[src/rtl/pipe_stage_reg.sv]
// pipe_stage_reg: valid/ready pipeline register with a 1-cycle latency.
// The output slot (out_valid/out_pc/out_data) and level come straight from flops.
// Optional macro PIPE_STAGE_SKID_EN adds a one-entry skid buffer. This gives a
// capacity of 2, and in_ready then comes from a flop that is set when the skid
// buffer is empty. Without the macro the stage holds one entry and in_ready is
// the combinational term !out_valid || out_ready.
// Ports:
//   clk, reset          rising-edge clock, async active-high reset
//   flush               synchronous kill of held and incoming entries
//   in_valid/in_ready   upstream handshake, in_pc/in_data payload
//   out_valid/out_ready downstream handshake, out_pc/out_data payload
//   level               number of entries held (0..2)
module pipe_stage_reg #(
  parameter int unsigned       PC_W   = 32,
  parameter int unsigned       DATA_W = 32,
  parameter logic [DATA_W-1:0] BUBBLE = DATA_W'(32'h0000_0013)
) (
  input  logic              clk,
  input  logic              reset,
  input  logic              flush,
  input  logic              in_valid,
  output logic              in_ready,
  input  logic [PC_W-1:0]   in_pc,
  input  logic [DATA_W-1:0] in_data,
  output logic              out_valid,
  input  logic              out_ready,
  output logic [PC_W-1:0]   out_pc,
  output logic [DATA_W-1:0] out_data,
  output logic [1:0]        level
);

  logic              out_valid_n;
  logic [PC_W-1:0]   out_pc_n;
  logic [DATA_W-1:0] out_data_n;
  logic [1:0]        level_n;

`ifdef PIPE_STAGE_SKID_EN
  logic              skid_valid, skid_valid_n;
  logic [PC_W-1:0]   skid_pc, skid_pc_n;
  logic [DATA_W-1:0] skid_data, skid_data_n;
  logic              in_ready_n;

  // Next state: the skid entry has priority when refilling the output slot.
  // This keeps entries in order. in_ready is low whenever the skid buffer is
  // full, so an accept never happens while the skid buffer is occupied.
  always_comb begin
    out_valid_n  = out_valid;
    out_pc_n     = out_pc;
    out_data_n   = out_data;
    skid_valid_n = skid_valid;
    skid_pc_n    = skid_pc;
    skid_data_n  = skid_data;
    if (flush) begin
      out_valid_n  = 1'b0;
      out_pc_n     = '0;
      out_data_n   = BUBBLE;
      skid_valid_n = 1'b0;
    end else if (!out_valid || out_ready) begin
      if (skid_valid) begin
        out_valid_n  = 1'b1;
        out_pc_n     = skid_pc;
        out_data_n   = skid_data;
        skid_valid_n = 1'b0;
      end else if (in_valid && in_ready) begin
        out_valid_n = 1'b1;
        out_pc_n    = in_pc;
        out_data_n  = in_data;
      end else begin
        out_valid_n = 1'b0;
      end
    end else if (in_valid && in_ready) begin
      skid_valid_n = 1'b1;
      skid_pc_n    = in_pc;
      skid_data_n  = in_data;
    end
    in_ready_n = !skid_valid_n;
    level_n    = 2'({1'b0, out_valid_n} + {1'b0, skid_valid_n});
  end

  // Skid buffer and registered in_ready
  always_ff @(posedge clk or posedge reset) begin
    if (reset) begin
      skid_valid <= 1'b0;
      skid_pc    <= '0;
      skid_data  <= '0;
      in_ready   <= 1'b1;
    end else begin
      skid_valid <= skid_valid_n;
      skid_pc    <= skid_pc_n;
      skid_data  <= skid_data_n;
      in_ready   <= in_ready_n;
    end
  end
`else
  // Single-entry stage: accept whenever the slot is empty or drains this edge.
  assign in_ready = !out_valid || out_ready;

  always_comb begin
    out_valid_n = out_valid;
    out_pc_n    = out_pc;
    out_data_n  = out_data;
    if (flush) begin
      out_valid_n = 1'b0;
      out_pc_n    = '0;
      out_data_n  = BUBBLE;
    end else if (in_ready) begin
      out_valid_n = in_valid;
      if (in_valid) begin
        out_pc_n   = in_pc;
        out_data_n = in_data;
      end
    end
    level_n = {1'b0, out_valid_n};
  end
`endif

  // Output slot and occupancy
  always_ff @(posedge clk or posedge reset) begin
    if (reset) begin
      out_valid <= 1'b0;
      out_pc    <= '0;
      out_data  <= BUBBLE;
      level     <= 2'd0;
    end else begin
      out_valid <= out_valid_n;
      out_pc    <= out_pc_n;
      out_data  <= out_data_n;
      level     <= level_n;
    end
  end

endmodule

[config.mk]
export PLATFORM = sky130hd
export DESIGN_NAME = pipe_stage_reg
export DESIGN_NICKNAME = d
export VERILOG_FILES = /design/src/rtl/pipe_stage_reg.sv
export SDC_FILE = /design/constraint.sdc
export NUM_CORES = 1
export LEC_CHECK = 0
export BUFFER_PORTS_ARGS = -buffer_cell sky130_fd_sc_hd__buf_2
export CORE_AREA = 2 2 118 120
export DETAILED_ROUTE_END_ITERATION = 6
export DIE_AREA = 0 0 120 122
export PLACE_DENSITY = 0.58
export SLEW_MARGIN = 20
export SYNTH_ARGS = -nofsm -noshare
export SYNTH_HDL_FRONTEND = slang
export SYNTH_SLANG_ARGS = --single-unit
[constraint.sdc]
create_clock -name clk -period 2.1 [get_ports clk]
set_clock_uncertainty 0.05 [all_clocks]
set_input_delay 0.21 -clock clk [delete_from_list [all_inputs] [get_ports clk]]
set_output_delay 0.21 -clock clk [all_outputs]
set_load 0.02 [all_outputs]
After elaboration in Yosys (flattened, before gate mapping). Cells that the tools add are included. Widths: inputs -> output; s select.

Flip-flop bits (word level): 65. Bits of input ports: 69. Output and inout bits: 68. Logic and storage cells: 16.

Muxes and demuxes: 8. Reductions and logical operators: 5.

Operators by type and width (count): $mux 32 (6); $reduce_bool 2->1 (2); $mux 1 (2); $reduce_and 2->1 (1); $logic_not 1->1 (1); $logic_or 1x1->1 (1).

Logic depth before layout (Yosys ltp). Gate-level depths: netlist (run 1).

Word-level depth: 4. Depth in mapped cells: 6. Gate-level depth less buffers: 3.

Least setup slack after synthesis (run 1). No wires, ideal clock.

Kind: reg-to-reg. From: reg level[0] (netlist name). To: reg out_data[21]. Library setup time: 0.073 ns. Arrival: 1.175 ns. Required time: 1.977 ns. Path slack: 0.801 ns. Stages on the path, launching flop included: 7. Path buffers: 3. Clock period less this slack: 1.299 ns. Cells stage by stage: dfrtp_1 -> nand2b_4 -> buf_6 -> buf_12 -> buf_12 -> nand3_2 -> a21oi_2.

RTL lines: to (signal assigned) (line 127) `out_data <= out_data_n;`; to (decl) (line 28) `output logic [DATA_W-1:0] out_data,`.

==> results.py, run 1 <==
metrics = {
    "outcome": {
        "status": "finished, final reports clean",
    },
    "critical_path": {
        "cp_cell_sequence": "nand2b_4 > buf_12 > buf_2",
        "endpoint_kind": "primary output",
        "crit_type": "register to primary output",
        "max_stage_delay_ns": 0.40,
        "crit_arrival_ns": 1.46,
        "crit_fanout": 31,
        "crit_path_start_kind": "register",
        "cp_num_buf_inv": 2,
        "critPathTopFamily": "buffers and inverters",
        "cpMaxStageDelayCell": "dfrtp_1",
        "cp.required_ns": 1.84,
    },
    "layout": {
        "final_nets": 490,
        "design_area_um2": 4858,
        "multi_input_area_um2": 1824,
        "ff_latch_area_um2": 1630,
        "fillers": 1354,
        "drive_gt1_share_pct": 72.30,
        "n_antenna_cell": 0,
        "final_common_cell": "buf_2",
        "layout_common_cells": "buf_2 (133), dfrtp_1 (62), a21oi_2 (61)",
        "syn_to_final_growth_pct": 22.69,
    },
    "global_routing": {
        "grt_overflow": 0,
        "first_global_vias": 2745,
        "antenna_found_initial": 0,
        "grt_pass1_wl_um": 13810,
        "grt_max_degree": 66,
        "grtUsageTotal_pct": 11.93,
    },
    "timing": {
        "hold_slack_ns": 0.05463,
        "slew_headroom_pct": 66.45,
        "worst_pin_slew_ns": 0.5033,
        "layout_setup_ws_ns": 0.3806,
        "hold_viol_final": 0,
        "tns_ns": 0,
        "layout_worst_path_cycle_share_pct": 81.88,
        "min_period_ns": 1.719,
        "rsz0062_at_grt": "false",
        "setup_violations": 0,
        "fmax_mhz": 581.6,
        "drv_slew": 0,
    },
    "die": {
        "die-area_um2": 14640,
        "die_h_um": 122,
        "start_util_pct": 29.32,
        "die_w_um": 120,
        "rows": 43,
        "core-area_um2": 13500,
        "io_pins": 137,
    },
    "cts": {
        "clk_path_buf_depth": 2,
        "cts_setup_buffers": 0,
        "root_buffer": "clkbuf_16",
        "cts_hold_buf": 1,
        "clkTransAtPathRegs_ns": 0.06,
        "cts.sinks": 65,
        "clk-insertion-delay-late_ns": 0.33,
        "ctsResizeCount": 0,
        "h-tree-depth": 3,
        "cts_tree": "built",
        "cts_buffers": 9,
    },
    "drt": {
        "drtIter0Drc": 147,
        "drt-vias-per-instance": 4.477,
        "wl_um": 8307,
        "drt-pass1-iter-count": 4,
        "vias": 2713,
        "final_antenna_net_count": 0,
        "drcViolationCount": 0,
        "wl_per_cell_um": 13.71,
    },
    "pwr": {
        "leakage_nw": 2.279,
        "vdd_drop_max_mv": 0.3155,
        "power_density_nw_per_um2": 731.9,
    },
    "synth": {
        "syn_avg_cell_area_um2": 13.11,
        "yosysSeqAreaShare_pct": 41.17,
        "synth.distinct_cells": 22,
        "ys_ff_latch": 65,
        "syn_inst": 302,
        "synth_area_um2": 3960,
        "ys.warnings.count": 0,
        "synth_fp_nets": 371,
    },
    "placed_design": {
        "place.gp.congestion": 0.6616,
        "pre_cts_slack_ns": 0.5602,
        "dp_hpwl_um": 5377,
        "dpl_cell_area_um2": 4538,
        "numPortBuffers": 135,
    },
    "worst_hold_path": {
        "hold_path.class": "input port to register",
    },
    "flow_run": {
        "maxCapViolCount": 0,
    },
}
## area by class of cell
class	instances	area share, %
inverter	2	0.1545
clock buffer	9	4.636
timing repair buffer	147	17.72
multi-input combinational	196	37.55
tap	180	4.636
sequential	65	33.56
clock inverter	7	1.751
## synth_stat cells (all sizes together)
cell     n  area, um2
a21oi   62      539.3
conb     1      3.750
buf     24      325.3
nor2     6      22.52
a21bo   61      610.6
dfrtp   62       1551
clkbuf  12      75.07
nand2b   1      13.76
nand3   61      595.6
inv      2      7.510
dfstp    3      78.83
bufbuf   3      97.59
and2     1      8.760
mux2i    3      30.03
## worst reg2reg max path, stage by stage (launching register included)
cell and delay, ns:
dfrtp_1 0.40, nand2b_4 0.26, buf_12 0.29, and2_4 0.27, mux2i_1 0.21
## per-layer routing
metal | part of all wire [%] | GRT usage, % | up-vias | wire length [um]
met1 | 46 | 15.67 | 1313 | 3812
li1 | - | - | 1302 | -
met4 | 2.3 | 6.176 | 0 | 189
met2 | 45 | 17.51 | 85 | 3759
met5 | 0 | 0 | - | 0
met3 | 6.6 | 3.839 | 13 | 547
## path summary, 6_finish.rpt
| path | from | end | slack [ns] | cells past startpoint |
|---|---|---|---|---|
| setup / recovery | level[0] | in_ready | 0.38 | 3 |
| hold / removal | in_data[14] | out_data[14] | 0.05 | 3 |
| setup reg to reg | level[0] | out_data[0] | 0.54 | 4 |
| hold reg to reg | out_data[1] | out_data[1] | 0.48 | 2 |
| max in group asynchronous | reset | out_data[0] | 1.24 | 4 |
| min in group asynchronous | reset | out_pc[7] | 0.45 | 4 |
## metrics by stage
step | instances | total power, mW | util [%]
final | 606 | 3.556 | 35.98
after global routing | 606 | 3.729 | 35.98
after CTS | 606 | 3.625 | 35.98
after detailed placement | 589 | 2.010 | 33.61
after global placement | 589 | 2.001 | 33.61
after floorplan | 302 | 1.861 | -
## power breakdown
group	total, mW	internal, mW	switching (mW)	leakage (nW)
logic	0.619	0.252	0.367	1.26
clock network	1.57	1.03	0.547	0.159
registers	1.36	1.33	0.0370	0.861
total	3.56	2.60	0.951	2.28
## logic make-up (layout without fill, tap and decap cells)
| family | after synthesis | after routing | share of synthesized area, % |
|---|---|---|---|
| AO/OA/AOI/OAI | 123 | 123 | 29.04 |
| buffers and inverters | 41 | 165 | 12.76 |
| flip-flops | 65 | 65 | 41.17 |
| multiplexers | 3 | 3 | 0.7583 |
| other | 1 | 1 | 0.09470 |
| AND/OR/NAND/NOR | 69 | 69 | 16.18 |
## state kept, by name (all words and copies together) (netlist names)
signal / count
out_data: 32
out_pc: 32
level: 1
(Power assumes the default switching activity.)
==> run 2, diff against run 1 <==
==> constraint.sdc (replaced) <==
create_clock -name clk -period 1.7 [get_ports clk]
set_clock_uncertainty 0.05 [all_clocks]
set_input_delay 0.17 -clock clk [delete_from_list [all_inputs] [get_ports clk]]
set_output_delay 0.17 -clock clk [all_outputs]
set_load 0.02 [all_outputs]
==> run 2 against run 1 <==
Effect of this change:
- critical path depth is the same
- via count rose by 2.4%
- non-clock buffer count up 3
- register-to-register slack got worse by 0.27 ns
- count of clock-buffer cells in the layout rose by 1
- die area unchanged
- critical path type unchanged
- sequential power is 24% higher
- cell area rose by 1.2%
==> results.py, run 2 (synthesized netlist as in run 1, its figures left out) <==
metrics = {
    "outcome": {
        "status": "finished, final reports clean",
    },
    "cts": {
        "clk-insertion-delay-late_ns": 0.32,
        "cts_buffers": 9,
        "root_buffer": "clkbuf_16",
        "clkTransAtPathRegs_ns": 0.06,
        "cts.sinks": 65,
        "ctsResizeCount": 0,
        "h-tree-depth": 3,
        "cts_tree": "built",
        "clk_path_buf_depth": 2,
    },
    "pwr": {
        "vdd_drop_max_mv": 0.3941,
        "seq_power_share_pct": 36.6,
        "clockPowerShare_pct": 46.6,
        "swShare_pct": 25.71,
        "leakage_nw": 2.303,
        "p_int_mw": 3.418,
        "power_switching_mw": 1.183,
        "power_density_nw_per_um2": 935.3,
        "combPwrFrac_pct": 16.8,
    },
    "drt": {
        "wl_per_cell_um": 14.25,
        "drt-vias-per-instance": 4.563,
        "wl_um": 8678,
        "drtIter0Drc": 92,
        "drt-pass1-iter-count": 4,
        "final_antenna_net_count": 0,
        "drcViolationCount": 0,
        "vias": 2779,
    },
    "worst_hold_path": {
        "hold_path.class": "input port to register",
        "holdCritStartpoint": "in_data[23]",
        "hold_path_end": "out_data[23]",
        "hold_depth": 3,
    },
    "layout": {
        "fillers": 1346,
        "drive_gt1_share_pct": 72.49,
        "final_nets": 493,
        "n_antenna_cell": 0,
        "final_common_cell": "buf_2",
        "syn_to_final_growth_pct": 24.20,
        "layout_common_cells": "buf_2 (133), dfrtp_1 (62), a21oi_2 (61)",
        "largestRegisters": "out_data (32), out_pc (32), level (1)",
    },
    "die": {
        "die-area_um2": 14640,
        "die_h_um": 122,
        "die_w_um": 120,
        "io_pins": 137,
        "rows": 43,
        "start_util_pct": 29.32,
        "core-area_um2": 13500,
    },
    "critical_path": {
        "crit_type": "register to primary output",
        "reg2regPathDepth": 5,
        "cp.required_ns": 1.48,
        "max_stage_delay_ns": 0.42,
        "timing.rr.start": "level[0]",
        "endpoint_kind": "primary output",
        "crit_fanout": 34,
        "reg2reg_slack_ns": 0.27,
        "crit_path_start_kind": "register",
        "cpMaxStageDelayCell": "dfrtp_1",
        "cp_cell_sequence": "nand2b_4 > buf_12 > buf_2",
        "crit_arrival_ns": 1.27,
        "rr_endpoint": "out_pc[31]",
    },
    "placed_design": {
        "numPortBuffers": 135,
        "place.gp.congestion": 0.6545,
        "dp_hpwl_um": 5795,
    },
    "global_routing": {
        "grt.met3_usage_pct": 2.809,
        "grt_max_degree": 66,
        "grt_pass1_wl_um": 13850,
        "gr-usage-met2_pct": 18.93,
        "met1_usage_pct": 15.50,
        "grt_overflow": 0,
        "grtUsageTotal_pct": 12.02,
        "first_global_vias": 2731,
        "grt.busiest_layer": "met2",
        "antenna_found_initial": 0,
    },
    "timing": {
        "fmax_mhz": 671.1,
        "tns_ns": 0,
        "setup_violations": 0,
        "hold_viol_final": 0,
        "drv_slew": 0,
        "hold_slack_ns": 0.02091,
        "min_period_ns": 1.490,
        "layout_worst_path_cycle_share_pct": 87.65,
        "rsz0062_at_grt": "false",
    },
    "flow_run": {
        "maxCapViolCount": 0,
    },
}
==> run 2: changes by cell type in the layout (fill, tap and decap cells not counted), sizes merged <==
cell,delta
bufinv,+1
clkbuf,+1
clkinv,-2
clkinvlp,+1
buf,+3
inv,-1
==> run 2: cell type report <==
type	instances	area (um2)	share of cell area (%)
multi-input combinational	196	1824	37.09
sequential	65	1630	33.15
timing repair buffer	150	883.3	17.96
clock buffer	10	239.0	4.859
tap	180	225.2	4.579
clock inverter	6	105.1	2.137
inverter	2	11.26	0.2289
==> run 2: worst max-delay path by stage <==
stage          startpoint      endpoint  slack [ns]  cells past startpoint
6_report         level[0]      in_ready        0.21                      3
5_1_grt          level[0]      in_ready        0.13                      3
4_1_cts          level[0]      in_ready        0.18                      3
3_5_place_dp     level[0]  out_data[15]        0.33                      4
3_3_place_gp     level[0]      in_ready        0.36                      3
2_1_floorplan    level[0]  out_data[21]        0.40                      6
==> run 2: power groups by stage <==
stage	clock, mW	combinational [mW]	sequential, mW
2_1_floorplan	0	0.486	1.81
3_3_place_gp	0	0.774	1.70
3_5_place_dp	0	0.785	1.71
4_1_cts	2.20	0.791	1.68
5_1_grt	2.27	0.840	1.69
6_report	2.14	0.775	1.68
==> run 2: critical path: cells and delay by family (launching register included) <==
family | cells | cell delay (ns)
buf+inv | 2 | 0.41
simple gates | 1 | 0.11
flops | 1 | 0.42
==> run 2: repair_timing <==
action	CTS	global route
setup buffers	1	0
endpoints found under the setup margin	1	0
endpoints found under the hold margin	62	0
hold buffers	1	0
==> run 2: metal layers <==
layer  wire [um]  vias to the layer above
li1            -                     1312
met1        3957                     1376
met2        4109                       81
met3         461                       10
met4         150                        0
met5           0                        -
==> run 2: through the flow <==
step           setup slack [ns]  area [um2]  utilization, %  std cells  total power [mW]
2_1_floorplan            0.4014        3964               -        302             2.300
3_3_place_gp             0.3602        4557           33.74        591             2.477
3_5_place_dp             0.3294        4557           33.74        591             2.492
4_1_cts                  0.1769        4918           36.42        609             4.677
5_1_grt                  0.1328        4918           36.42        609             4.806
6_report                 0.2099        4918           36.42        609             4.600
==> run 3, diff against run 2 <==
--- a/config.mk
+++ b/config.mk
@@ -9,7 +9,6 @@
 export CORE_AREA = 2 2 118 120
 export DETAILED_ROUTE_END_ITERATION = 6
 export DIE_AREA = 0 0 120 122
-export PLACE_DENSITY = 0.58
 export SLEW_MARGIN = 20
 export SYNTH_ARGS = -nofsm -noshare
 export SYNTH_HDL_FRONTEND = slang
==> run 3 against run 2 <==
Effect of this change:
- combinational power rose by 3.1%
- cell count rose by 1.6%
- power fell by 5.5%
- sequential cell count did not move
- count of clock-buffer cells in the layout rose by 3
- routed wire length rose by 3.1%
- global-route usage rose by 0.61 points
- setup slack got worse by 0.0019 ns
- via count rose by 1.2%
- sequential power barely moved
- highest routed layer unchanged
==> results.py, run 3 (synthesized netlist as in run 1, its figures left out) <==
metrics = {
    "outcome": {
        "status": "finished, final reports clean",
    },
    "layout": {
        "finish.utilization_pct": 36.89,
        "largestRegisters": "out_data (32), out_pc (32), level (1)",
        "final_nets": 503,
        "drive_gt1_share_pct": 72.67,
        "layout_common_cells": "buf_2 (133), dfrtp_1 (62), a21oi_2 (61)",
        "n_antenna_cell": 0,
        "final_common_cell": "buf_2",
        "syn_to_final_growth_pct": 25.81,
    },
    "critical_path": {
        "startpoint": "level[0]",
        "crit_arrival_ns": 1.27,
        "reg2reg_slack_ns": 0.26,
        "cp-endpoint": "in_ready",
        "crit_fanout": 25,
        "crit_path_start_kind": "register",
        "timing.rr.start": "level[0]",
        "reg2regPathDepth": 5,
        "cp.required_ns": 1.48,
        "crit_type": "register to primary output",
        "rr_endpoint": "out_data[1]",
        "endpoint_kind": "primary output",
    },
    "pwr": {
        "power_switching_mw": 1.160,
        "clockPowerShare_pct": 42.8,
        "total_power_mw": 4.347,
        "power_density_nw_per_um2": 872.5,
        "swShare_pct": 26.68,
        "leakage_nw": 2.345,
        "vdd_drop_max_mv": 0.3640,
        "seq_power_share_pct": 38.8,
        "p_int_mw": 3.187,
        "combPwrFrac_pct": 18.4,
    },
    "cts": {
        "cts.sinks": 65,
        "h-tree-depth": 3,
        "cts_tree": "built",
        "root_buffer": "clkbuf_16",
        "clkTransAtPathRegs_ns": 0.06,
        "cts_buffers": 9,
        "clk_path_buf_depth": 2,
        "clk-insertion-delay-late_ns": 0.31,
    },
    "die": {
        "start_util_pct": 29.32,
        "die-area_um2": 14640,
        "die_h_um": 122,
        "rows": 43,
        "die_w_um": 120,
        "io_pins": 137,
        "core-area_um2": 13500,
    },
    "timing": {
        "hold_slack_ns": 0.02342,
        "hold_viol_final": 0,
        "tns_ns": 0,
        "setup_violations": 0,
        "layout_setup_ws_ns": 0.2080,
        "rsz0062_at_grt": "false",
        "layout_worst_path_cycle_share_pct": 87.76,
        "drv_slew": 0,
        "fmax_mhz": 670.3,
        "min_period_ns": 1.492,
    },
    "drt": {
        "wl_um": 8943,
        "drcViolationCount": 0,
        "final_antenna_net_count": 0,
        "highest-signal-layer": "met4",
        "wl_per_cell_um": 14.45,
        "dr_wl_met3_um": 437,
        "drtIter0Drc": 62,
        "wirelength_met1_um": 4121,
        "dr_wl_met2_um": 4293,
        "vias": 2812,
        "drt-vias-per-instance": 4.543,
        "drt-pass1-iter-count": 4,
    },
    "placed_design": {
        "numPortBuffers": 135,
        "pre_cts_slack_ns": 0.2862,
        "place.gp.congestion": 0.7125,
        "dp_hpwl_um": 5740,
    },
    "global_routing": {
        "grt_overflow": 0,
        "antenna_found_initial": 0,
        "grt_max_degree": 66,
        "grt_pass1_wl_um": 14630,
        "first_global_vias": 2942,
        "grtUsageTotal_pct": 12.63,
    },
    "worst_hold_path": {
        "hold_path.class": "input port to register",
    },
    "flow_run": {
        "maxCapViolCount": 0,
    },
}
[run 3: per-stage QoR]
step	cells	cell area, um2
2_1_floorplan	302	3964
3_3_place_gp	593	4572
3_5_place_dp	593	4572
4_1_cts	611	4922
5_1_grt	619	4982
6_report	619	4982
[run 3: final cells by class]
cell class	count	area [um2]
clock buffer	13	260.3
multi-input combinational	196	1824
timing repair buffer	160	991.0
sequential	65	1630
clock inverter	3	40.04
fill	1367	8522
inverter	2	11.26
tap	180	225.2
[run 3: power by group through the flow]
stage / combinational (mW) / clock [mW] / sequential [mW]
2_1_floorplan: 0.486 / 0 / 1.81
3_3_place_gp: 0.773 / 0 / 1.71
3_5_place_dp: 0.785 / 0 / 1.71
4_1_cts: 0.801 / 1.94 / 1.69
5_1_grt: 0.871 / 2.01 / 1.70
6_report: 0.799 / 1.86 / 1.69
[run 3: critical path: stages, from the launching register on]
cell	delay, ns
dfrtp_1	0.41
nand2b_4	0.16
buf_16	0.18
buf_2	0.19
[run 3: timing repair]
action,in CTS,in global routing
endpoints found under the setup margin,1,1
gates resized for setup,1,0
cloned,1,0
hold buffers,1,0
buffers inserted,0,8
endpoints found under the hold margin,62,0
[run 3: worst min path at each step]
stage / cells past startpoint / startpoint / to / slack [ns]
finish: 3 / in_pc[2] / out_pc[2] / 0.02
floorplan: 2 / in_data[10] / out_data[10] / 0.24
global route: 3 / in_pc[30] / out_pc[30] / 0.004
detailed placement: 3 / reset / out_pc[1] / 0.25
CTS: 3 / in_data[15] / out_data[15] / 0.004
global placement: 3 / reset / out_pc[1] / 0.25
[run 3: per-layer routing]
layer / GRT usage, % / vias to the layer above
li1: - / 1328
met1: 16.43 / 1396
met5: 0 / -
met3: 3.418 / 7
met2: 20.56 / 81
met4: 3.750 / 0
